File: config.mk
export PLATFORM = sky130hd
export DESIGN_NAME = link_status_filter
export DESIGN_NICKNAME = d
export VERILOG_FILES = /design/src/rtl/link_status_filter.sv
export SDC_FILE = /design/constraint.sdc
export NUM_CORES = 1
export LEC_CHECK = 0
export BUFFER_PORTS_ARGS = -buffer_cell sky130_fd_sc_hd__buf_2
export CAP_MARGIN = 20
export CORE_MARGIN = 10
export CORE_UTILIZATION = 32
export DETAILED_ROUTE_END_ITERATION = 8
export PLACE_DENSITY_LB_ADDON = 0.05
export RECOVER_POWER = 100
export SYNTH_ARGS = -nofsm -noshare
export SYNTH_HDL_FRONTEND = slang
export SYNTH_SLANG_ARGS = --single-unit
File: constraint.sdc
create_clock -name clock_i -period 2.65 [get_ports clock_i]
set_clock_uncertainty 0.05 [all_clocks]
set_input_delay 0.53 -clock clock_i [delete_from_list [all_inputs] [get_ports clock_i]]
set_output_delay 0.53 -clock clock_i [all_outputs]
set_load 0.005 [all_outputs]
File: src/rtl/link_status_filter.sv
// Synchronises and debounces the four raw link/clock health inputs ahead of the startup reset
// generator, with per-channel loss/glitch counters and sticky loss flags for slow control.
module link_status_filter #(
    parameter int unsigned SYNC_STAGES = 2,
    parameter int unsigned STABLE_CNT  = 64,
    parameter int unsigned GLITCH_CNT  = 4,
    parameter int unsigned CNT_W       = 8
) (
    input  logic               clock_i,
    input  logic               reset_n_i,
    input  logic               mmcms_locked_i,
    input  logic               gbt_rxready_i,
    input  logic               gbt_rxvalid_i,
    input  logic               gbt_txready_i,
    input  logic               clear_cnts_i,
    output logic [3:0]         good_o,
    output logic               all_good_o,
    output logic               link_up_o,
    output logic               link_down_o,
    output logic [3:0]         loss_sticky_o,
    output logic [4*CNT_W-1:0] loss_cnt_o,
    output logic [4*CNT_W-1:0] glitch_cnt_o
);

    typedef enum logic [1:0] {
        StBad,
        StQualify,
        StGood,
        StHold
    } chan_state_e;

    localparam logic [7:0]       StableLast = 8'(STABLE_CNT);
    localparam logic [7:0]       GlitchLast = 8'(GLITCH_CNT);
    localparam logic [CNT_W-1:0] CntMax     = '1;
    localparam logic [CNT_W-1:0] CntOne     = CNT_W'(1);

    logic [3:0] raw;
    assign raw = {gbt_txready_i, gbt_rxvalid_i, gbt_rxready_i, mmcms_locked_i};

    for (genvar n = 0; n < 4; n++) begin : g_chan
        logic [SYNC_STAGES-1:0] sync_q;
        logic                   s;
        chan_state_e            state_q;
        logic [7:0]             cnt_q;
        logic                   good_q;
        logic                   sticky_q;
        logic [CNT_W-1:0]       loss_q;
        logic [CNT_W-1:0]       glitch_q;
        logic                   loss_ev;
        logic                   glitch_ev;

        always_ff @(posedge clock_i or negedge reset_n_i) begin
            if (!reset_n_i) begin
                sync_q <= '0;
            end else begin
                sync_q <= {sync_q[SYNC_STAGES-2:0], raw[n]};
            end
        end

        assign s = sync_q[SYNC_STAGES-1];

        // Events decoded from current state so the counters see them on the transition edge.
        always_comb begin
            loss_ev   = 1'b0;
            glitch_ev = 1'b0;
            if (!s) begin
                if (state_q == StGood && GlitchLast == 8'd1) begin
                    loss_ev = 1'b1;
                end
                if (state_q == StHold && (cnt_q + 8'd1) == GlitchLast) begin
                    loss_ev = 1'b1;
                end
            end else if (state_q == StHold) begin
                glitch_ev = 1'b1;
            end
        end

        always_ff @(posedge clock_i or negedge reset_n_i) begin
            if (!reset_n_i) begin
                state_q <= StBad;
                cnt_q   <= 8'd0;
                good_q  <= 1'b0;
            end else begin
                unique case (state_q)
                    StBad: begin
                        if (s) begin
                            if (StableLast == 8'd1) begin
                                state_q <= StGood;
                                cnt_q   <= 8'd0;
                                good_q  <= 1'b1;
                            end else begin
                                state_q <= StQualify;
                                cnt_q   <= 8'd1;
                            end
                        end
                    end
                    StQualify: begin
                        if (!s) begin
                            state_q <= StBad;
                            cnt_q   <= 8'd0;
                        end else if ((cnt_q + 8'd1) == StableLast) begin
                            state_q <= StGood;
                            cnt_q   <= 8'd0;
                            good_q  <= 1'b1;
                        end else begin
                            cnt_q <= cnt_q + 8'd1;
                        end
                    end
                    StGood: begin
                        if (!s) begin
                            if (GlitchLast == 8'd1) begin
                                state_q <= StBad;
                                cnt_q   <= 8'd0;
                                good_q  <= 1'b0;
                            end else begin
                                state_q <= StHold;
                                cnt_q   <= 8'd1;
                            end
                        end
                    end
                    StHold: begin
                        if (s) begin
                            state_q <= StGood;
                            cnt_q   <= 8'd0;
                        end else if ((cnt_q + 8'd1) == GlitchLast) begin
                            state_q <= StBad;
                            cnt_q   <= 8'd0;
                            good_q  <= 1'b0;
                        end else begin
                            cnt_q <= cnt_q + 8'd1;
                        end
                    end
                    default: begin
                        state_q <= StBad;
                        cnt_q   <= 8'd0;
                        good_q  <= 1'b0;
                    end
                endcase
            end
        end

        // Clear wins over a coincident event; counters saturate rather than wrap.
        always_ff @(posedge clock_i or negedge reset_n_i) begin
            if (!reset_n_i) begin
                loss_q   <= '0;
                glitch_q <= '0;
                sticky_q <= 1'b0;
            end else if (clear_cnts_i) begin
                loss_q   <= '0;
                glitch_q <= '0;
                sticky_q <= 1'b0;
            end else begin
                if (loss_ev) begin
                    sticky_q <= 1'b1;
                    if (loss_q != CntMax) begin
                        loss_q <= loss_q + CntOne;
                    end
                end
                if (glitch_ev && glitch_q != CntMax) begin
                    glitch_q <= glitch_q + CntOne;
                end
            end
        end

        assign good_o[n]                         = good_q;
        assign loss_sticky_o[n]                  = sticky_q;
        assign loss_cnt_o[n*CNT_W +: CNT_W]      = loss_q;
        assign glitch_cnt_o[n*CNT_W +: CNT_W]    = glitch_q;
    end

    logic all_good_q;
    logic all_good_dly_q;
    logic link_up_q;
    logic link_down_q;

    always_ff @(posedge clock_i or negedge reset_n_i) begin
        if (!reset_n_i) begin
            all_good_q     <= 1'b0;
            all_good_dly_q <= 1'b0;
            link_up_q      <= 1'b0;
            link_down_q    <= 1'b0;
        end else begin
            all_good_q     <= &good_o;
            all_good_dly_q <= all_good_q;
            link_up_q      <= all_good_q & ~all_good_dly_q;
            link_down_q    <= ~all_good_q & all_good_dly_q;
        end
    end

    assign all_good_o  = all_good_q;
    assign link_up_o   = link_up_q;
    assign link_down_o = link_down_q;

endmodule

Yosys cells after proc, flatten, opt, wreduce, memory -nomap -nowiden
Index checks and enable logic that the tools add are counted.
Storage, ports and cells
  register bits: 124
  input port bits: 7
  output and inout bits: 75
  word-level logic and storage cells: 273
Operators by class
  add/subtract/negate cells: 12
  equal/unequal tests: 60
  muxes and demuxes: 120
  bitwise logic cells: 4
  reductions and logical operators: 45
Operators with widths (count)
  2-to-1 mux 8 bit: 44
  case mux 8 bit (4 select lines): 4
  adder 8 x 1 -> 8 bit (second input constant): 12
  inequality test 8 bit (second input constant): 8
  2-to-1 mux 2 bit: 24
  2-to-1 mux 1 bit: 40
  inequality test 2 bit (second input constant): 20
  equality test 8 x 3 -> 1 bit (second input constant): 4
  equality test 8 x 7 -> 1 bit (second input constant): 4
  case mux 2 bit (4 select lines): 4
  nonzero test 2 bit: 16
  AND reduction 4 bit: 5
  AND reduction 5 bit: 4
  equality test 2 bit (second input constant): 8
  AND reduction 2 bit: 8
  inequality test 3 x 2 -> 1 bit (second input constant): 4
  inequality test 3 bit (second input constant): 4
  equality test 2 x 1 -> 1 bit (second input constant): 4
  logical AND 1 bit: 8
  zero test 2 bit: 4
  inequality test 2 x 1 -> 1 bit (second input constant): 4
  case mux 1 bit (2 select lines): 4
  bitwise AND 1 bit: 2
  inverter 1 bit: 2

Longest topological paths before layout
  depth after elaboration: 7
  depth in mapped cells: 8
  gate-level depth less buffers: 7

Worst setup path before layout
Ideal clock, no wire load.
  kind: register to register
  start point: reg g_chan[0].cnt_q[0]
  end point: reg g_chan[0].loss_q[0]
  library setup time: 0.125 ns
  arrival time: 2.085 ns
  data required time: 2.475 ns
  path slack: 0.390 ns
  cell stages (with the launch flop): 8
  path buffers: 0
  clock period less this slack: 2.260 ns
  cell sequence: dfrtp_1 > ha_1 > or3b_2 > a21oi_1 > a2bb2oi_4 > nand2_2 > nor2_1 > mux2_2
On the way
  cells in the longest elaborated chain, start to end: 7
RTL lines
  start, declared: RTL line 44  | logic [7:0] cnt_q;
  start signal, assigned: RTL line 106  | cnt_q <= cnt_q + 8'd1;
  start signal, assigned: RTL line 130  | cnt_q <= cnt_q + 8'd1;
  adder 8 x 1 -> 8 bit: RTL line 70  | if (state_q == StHold && (cnt_q + 8'd1) == GlitchLast) begin
  equality test 8 x 3 -> 1 bit: RTL line 70
  logical AND 1 bit: RTL line 70
  2-to-1 mux 1 bit: RTL line 70
  2-to-1 mux 1 bit: RTL line 66  | if (!s) begin
  nonzero test 2 bit (no source line)
  AND reduction 2 bit (no source line)
  end signal, assigned: RTL line 156  | loss_q <= loss_q + CntOne;
  end, declared: RTL line 47  | logic [CNT_W-1:0] loss_q;
Every way passes these cells.
A chain may end at the register's enable or synchronous reset.

Worst setup path after layout
Ends and elaborated chain as after synthesis.

==> metrics.md <==
| Metric | Value |
|---|---|
| Outcome | `complete, no violations` |
| Yosys cell types | `64` |
| Die area | `0.02672 mm^2` |
| CP arrival | `2.72 ns` |
| Post-Route WL | `around 17,000 um` |
| CTS HTree Levels | `4` |
| Number of remaining DRC errors | `0` |
| Vias per inst | `5.004` |
| Clk_lat worst skew | `between 0.4 and 0.5 ns` |
| Actual slew at the worst max-slew pin | `roughly 1.2 ns` |
| Area Growth Syn to Fin | `16.99%` |
| Vias | `about 5,400` |
| Worst setup EP type | `register` |
| Seq/Total Area, Yosys | `a little under half` |
| Post-synth ARST share | `100.0%` |
| Routability cong. | `0.7714` |
| First-pass GRT wire length | `between 20,000 and 30,000 um` |
| Port buffer count | `81` |
| P_leak | `3.201 nW` |
| Synth Instances | `708` |
| Row count | `52` |
| Nets | `around 810` |
| Post-cts sizing count | `0` |
| Final setup violation count | `0` |
| Cell with the most instances after synthesis | `dfrtp_1` |
| Fmax | `about 400 MHz` |
| Hpwl dp | `between 10,000 and 15,000 um` |
| Placed insts | `1,041` |
| Initial drt markers | `about 320` |
| Initial Util | `between 30% and 40%` |
| CTS tree | `yes` |
| Die Y | `approximately 160 um` |
| Die W | `163.5 um` |
| Max-cap violation count | `0` |
| Total grt overflow | `0` |
| RSZ-0062 raised after global routing | `no` |
| Yosys top cell by area | `dfrtp_1` |
| Final Hold Fails | `0` |
| CTS Buf Count | `17` |
| Syn avg cell area | `a little over 9 um^2` |
| Max clock buf depth | `2` |
| Number of flops mapped to enable cells by yosys | `0` |
| Slew Limit Fails | `0` |
| Synth Net Count | `roughly 730` |
| Crit-path max FO | `10` |
| Remaining antenna violation count | `0` |
| Vias in the first global route | `5,403` |
| Synth Flop Type | `dfrtp_1` |
| Post-synth top area share | `a little under half` |
| 1st-pass router iterations | `4` |
| Slew margin rel. | `20.51%` |
| Post-DR wirelength/cell | `roughly 16 um` |
| Clk sinks | `about 120` |
| Ys Warns | `0` |
| Post CTS Setup Buffer Count | `0` |
| Post-synthesis register bit count | `between 100 and 150` |
| Top cells by area, synth | `dfrtp_1, xor2_1, nor2_1` |
| CP required | `about 2.9 ns` |
| Fin Setup TNS | `0 ns` |
| Synthesized area | `0.006585 mm^2` |
| Hold_buf cts | `0` |
| VDD IR max | `0.0004140 V` |
| Worst-path clk slew | `about 0.06 ns` |
| Largest net degree at the start of global routing | `48` |
| Crit share post-route | `93.26%` |
| Crit path launch type | `register` |
| GR Util All Layers | `12.83%` |
| Hold Path Class | `primary input to register` |
| Antenna Diode Count | `0` |
| Non-Filler Instances | `~1,100` |
| Core box area | `0.02023 mm^2` |
| Min cycle time layout | `2.471 ns` |
| Initial antenna violation count | `0` |
| Power density over the cells | `575.4 mW/mm^2` |
| Crit Path Class | `register to register` |
| Synth top cells by count | `dfrtp_1, nor2_1, nand2_1` |
| Share of post-route cells with drive strength above 1 | `approximately 7.5%` |
| Root Driver | `clkbuf_16` |
| Ports | `between 80 and 90` |
[per-stage QoR]
| stage | hold WS, ns | power, W | worst slack, ns | cell area (um^2) | util (%) |
|---|---|---|---|---|---|
| CTS | 0.1004 | 0.004509 | 0.1763 | 7845 | 38.77 |
| finish | 0.1690 | 0.004433 | 0.1785 | 7704 | 38.07 |
| floorplan | 0.1844 | 0.002136 | 0.3902 | 6585 | - |
| detailed placement | 0.2847 | 0.002246 | 0.1873 | 7282 | 35.99 |
| global route | 0.1572 | 0.004627 | 0.04455 | 7704 | 38.07 |
| global placement | 0.2841 | 0.002240 | 0.2656 | 7282 | 35.99 |
[worst max-delay path, stage by stage (launching register included)]
cell and delay (ns):
dfrtp_1 0.43, ha_1 0.30, or3b_2 0.47, a21oi_1 0.23, a2bb2oi_4 0.29, nand2_2 0.11, nor2_1 0.13, mux2_2 0.34
[cells by family (layout without fill, tap and decap cells)]
logic type / after synthesis / count (layout) / synth area share (%)
flops: 124 / 124 / 47.12
compound gates: 116 / 116 / 11.38
buf+inv: 46 / 139 / 3.382
mux: 13 / 13 / 2.052
xor+xnor: 66 / 66 / 8.778
fa+ha+maj: 14 / 14 / 2.660
simple gates: 329 / 329 / 24.62
[path summary, 6_finish.rpt]
| path | from | endpoint | slack [ns] | cells after the start |
|---|---|---|---|---|
| setup / recovery | g_chan[0].cnt_q[0]$_DFFE_PN0P_ | g_chan[0].loss_q[0]$_DFFE_PN0P_ | 0.18 | 7 |
| hold / removal | gbt_txready_i | g_chan[3].sync_q[0]$_DFF_PN0_ | 0.17 | 1 |
| setup reg to reg | g_chan[0].cnt_q[0]$_DFFE_PN0P_ | g_chan[0].loss_q[0]$_DFFE_PN0P_ | 0.18 | 7 |
| hold reg to reg | g_chan[3].sync_q[0]$_DFF_PN0_ | g_chan[3].sync_q[1]$_DFF_PN0_ | 0.30 | 0 |
| max in group asynchronous | reset_n_i | g_chan[0].good_q$_DFFE_PN0P_ | 0.53 | 2 |
| min in group asynchronous | reset_n_i | g_chan[2].glitch_q[3]$_DFFE_PN0P_ | 0.30 | 1 |
[sequential cells by signal, summed over array words and instances, names as in the netlist, named ones only]
register,flops
g_chan.cnt_q,32
g_chan.glitch_q,32
g_chan.loss_q,32
g_chan.sync_q,8
g_chan.good_q,4
g_chan.state_q,4
g_chan.sticky_q,4
all_good_dly_q,1
all_good_o,1
link_down_o,1
link_up_o,1
[area by class of cell]
cell class / instances / area [um^2]
clock buffers: 24 / 501.7
well taps: 270 / 337.8
flip-flops and latches: 124 / 3103
inverters: 13 / 48.80
multi-input cells: 538 / 3259
clock inverters: 6 / 61.31
repair buffers: 96 / 391.6
fillers: 2084 / 12530
[layer usage]
layer / global-route usage, % / vias to the layer above / wire (um)
met2: 19.91 / 85 / 7562
met1: 16.87 / 2604 / 8140
met5: 0 / - / 0
met3: 3.499 / 18 / 723
li1: - / 2652 / -
met4: 4.387 / 0 / 242
[cells in the final DEF (no fill, tap or decap), drive strengths merged, types with 4 or more instances in the layout]
cell type	instances
clkinv	4
mux2i	9
o22ai	14
nand4	23
o21ai	33
or2	5
nand3	39
buf	13
nand2b	6
nand2	69
nor2	100
nor2b	12
clkbuf	107
ha	14
nor4	6
nand3b	5
and2	5
mux2	4
nor3	17
or3	12
a31oi	6
xor2	45
a21oi	31
nor3b	4
xnor2	21
and3	17
dfrtp	124
inv	13
[power breakdown]
| group | internal, W | switching, W |
|---|---|---|
| Sequential | 0.00192 | 0.0000456 |
| Clock | 0.00140 | 0.000835 |
| Combinational | 0.0000730 | 0.000154 |
No activity file was read; power rests on OpenSTA's default activity.
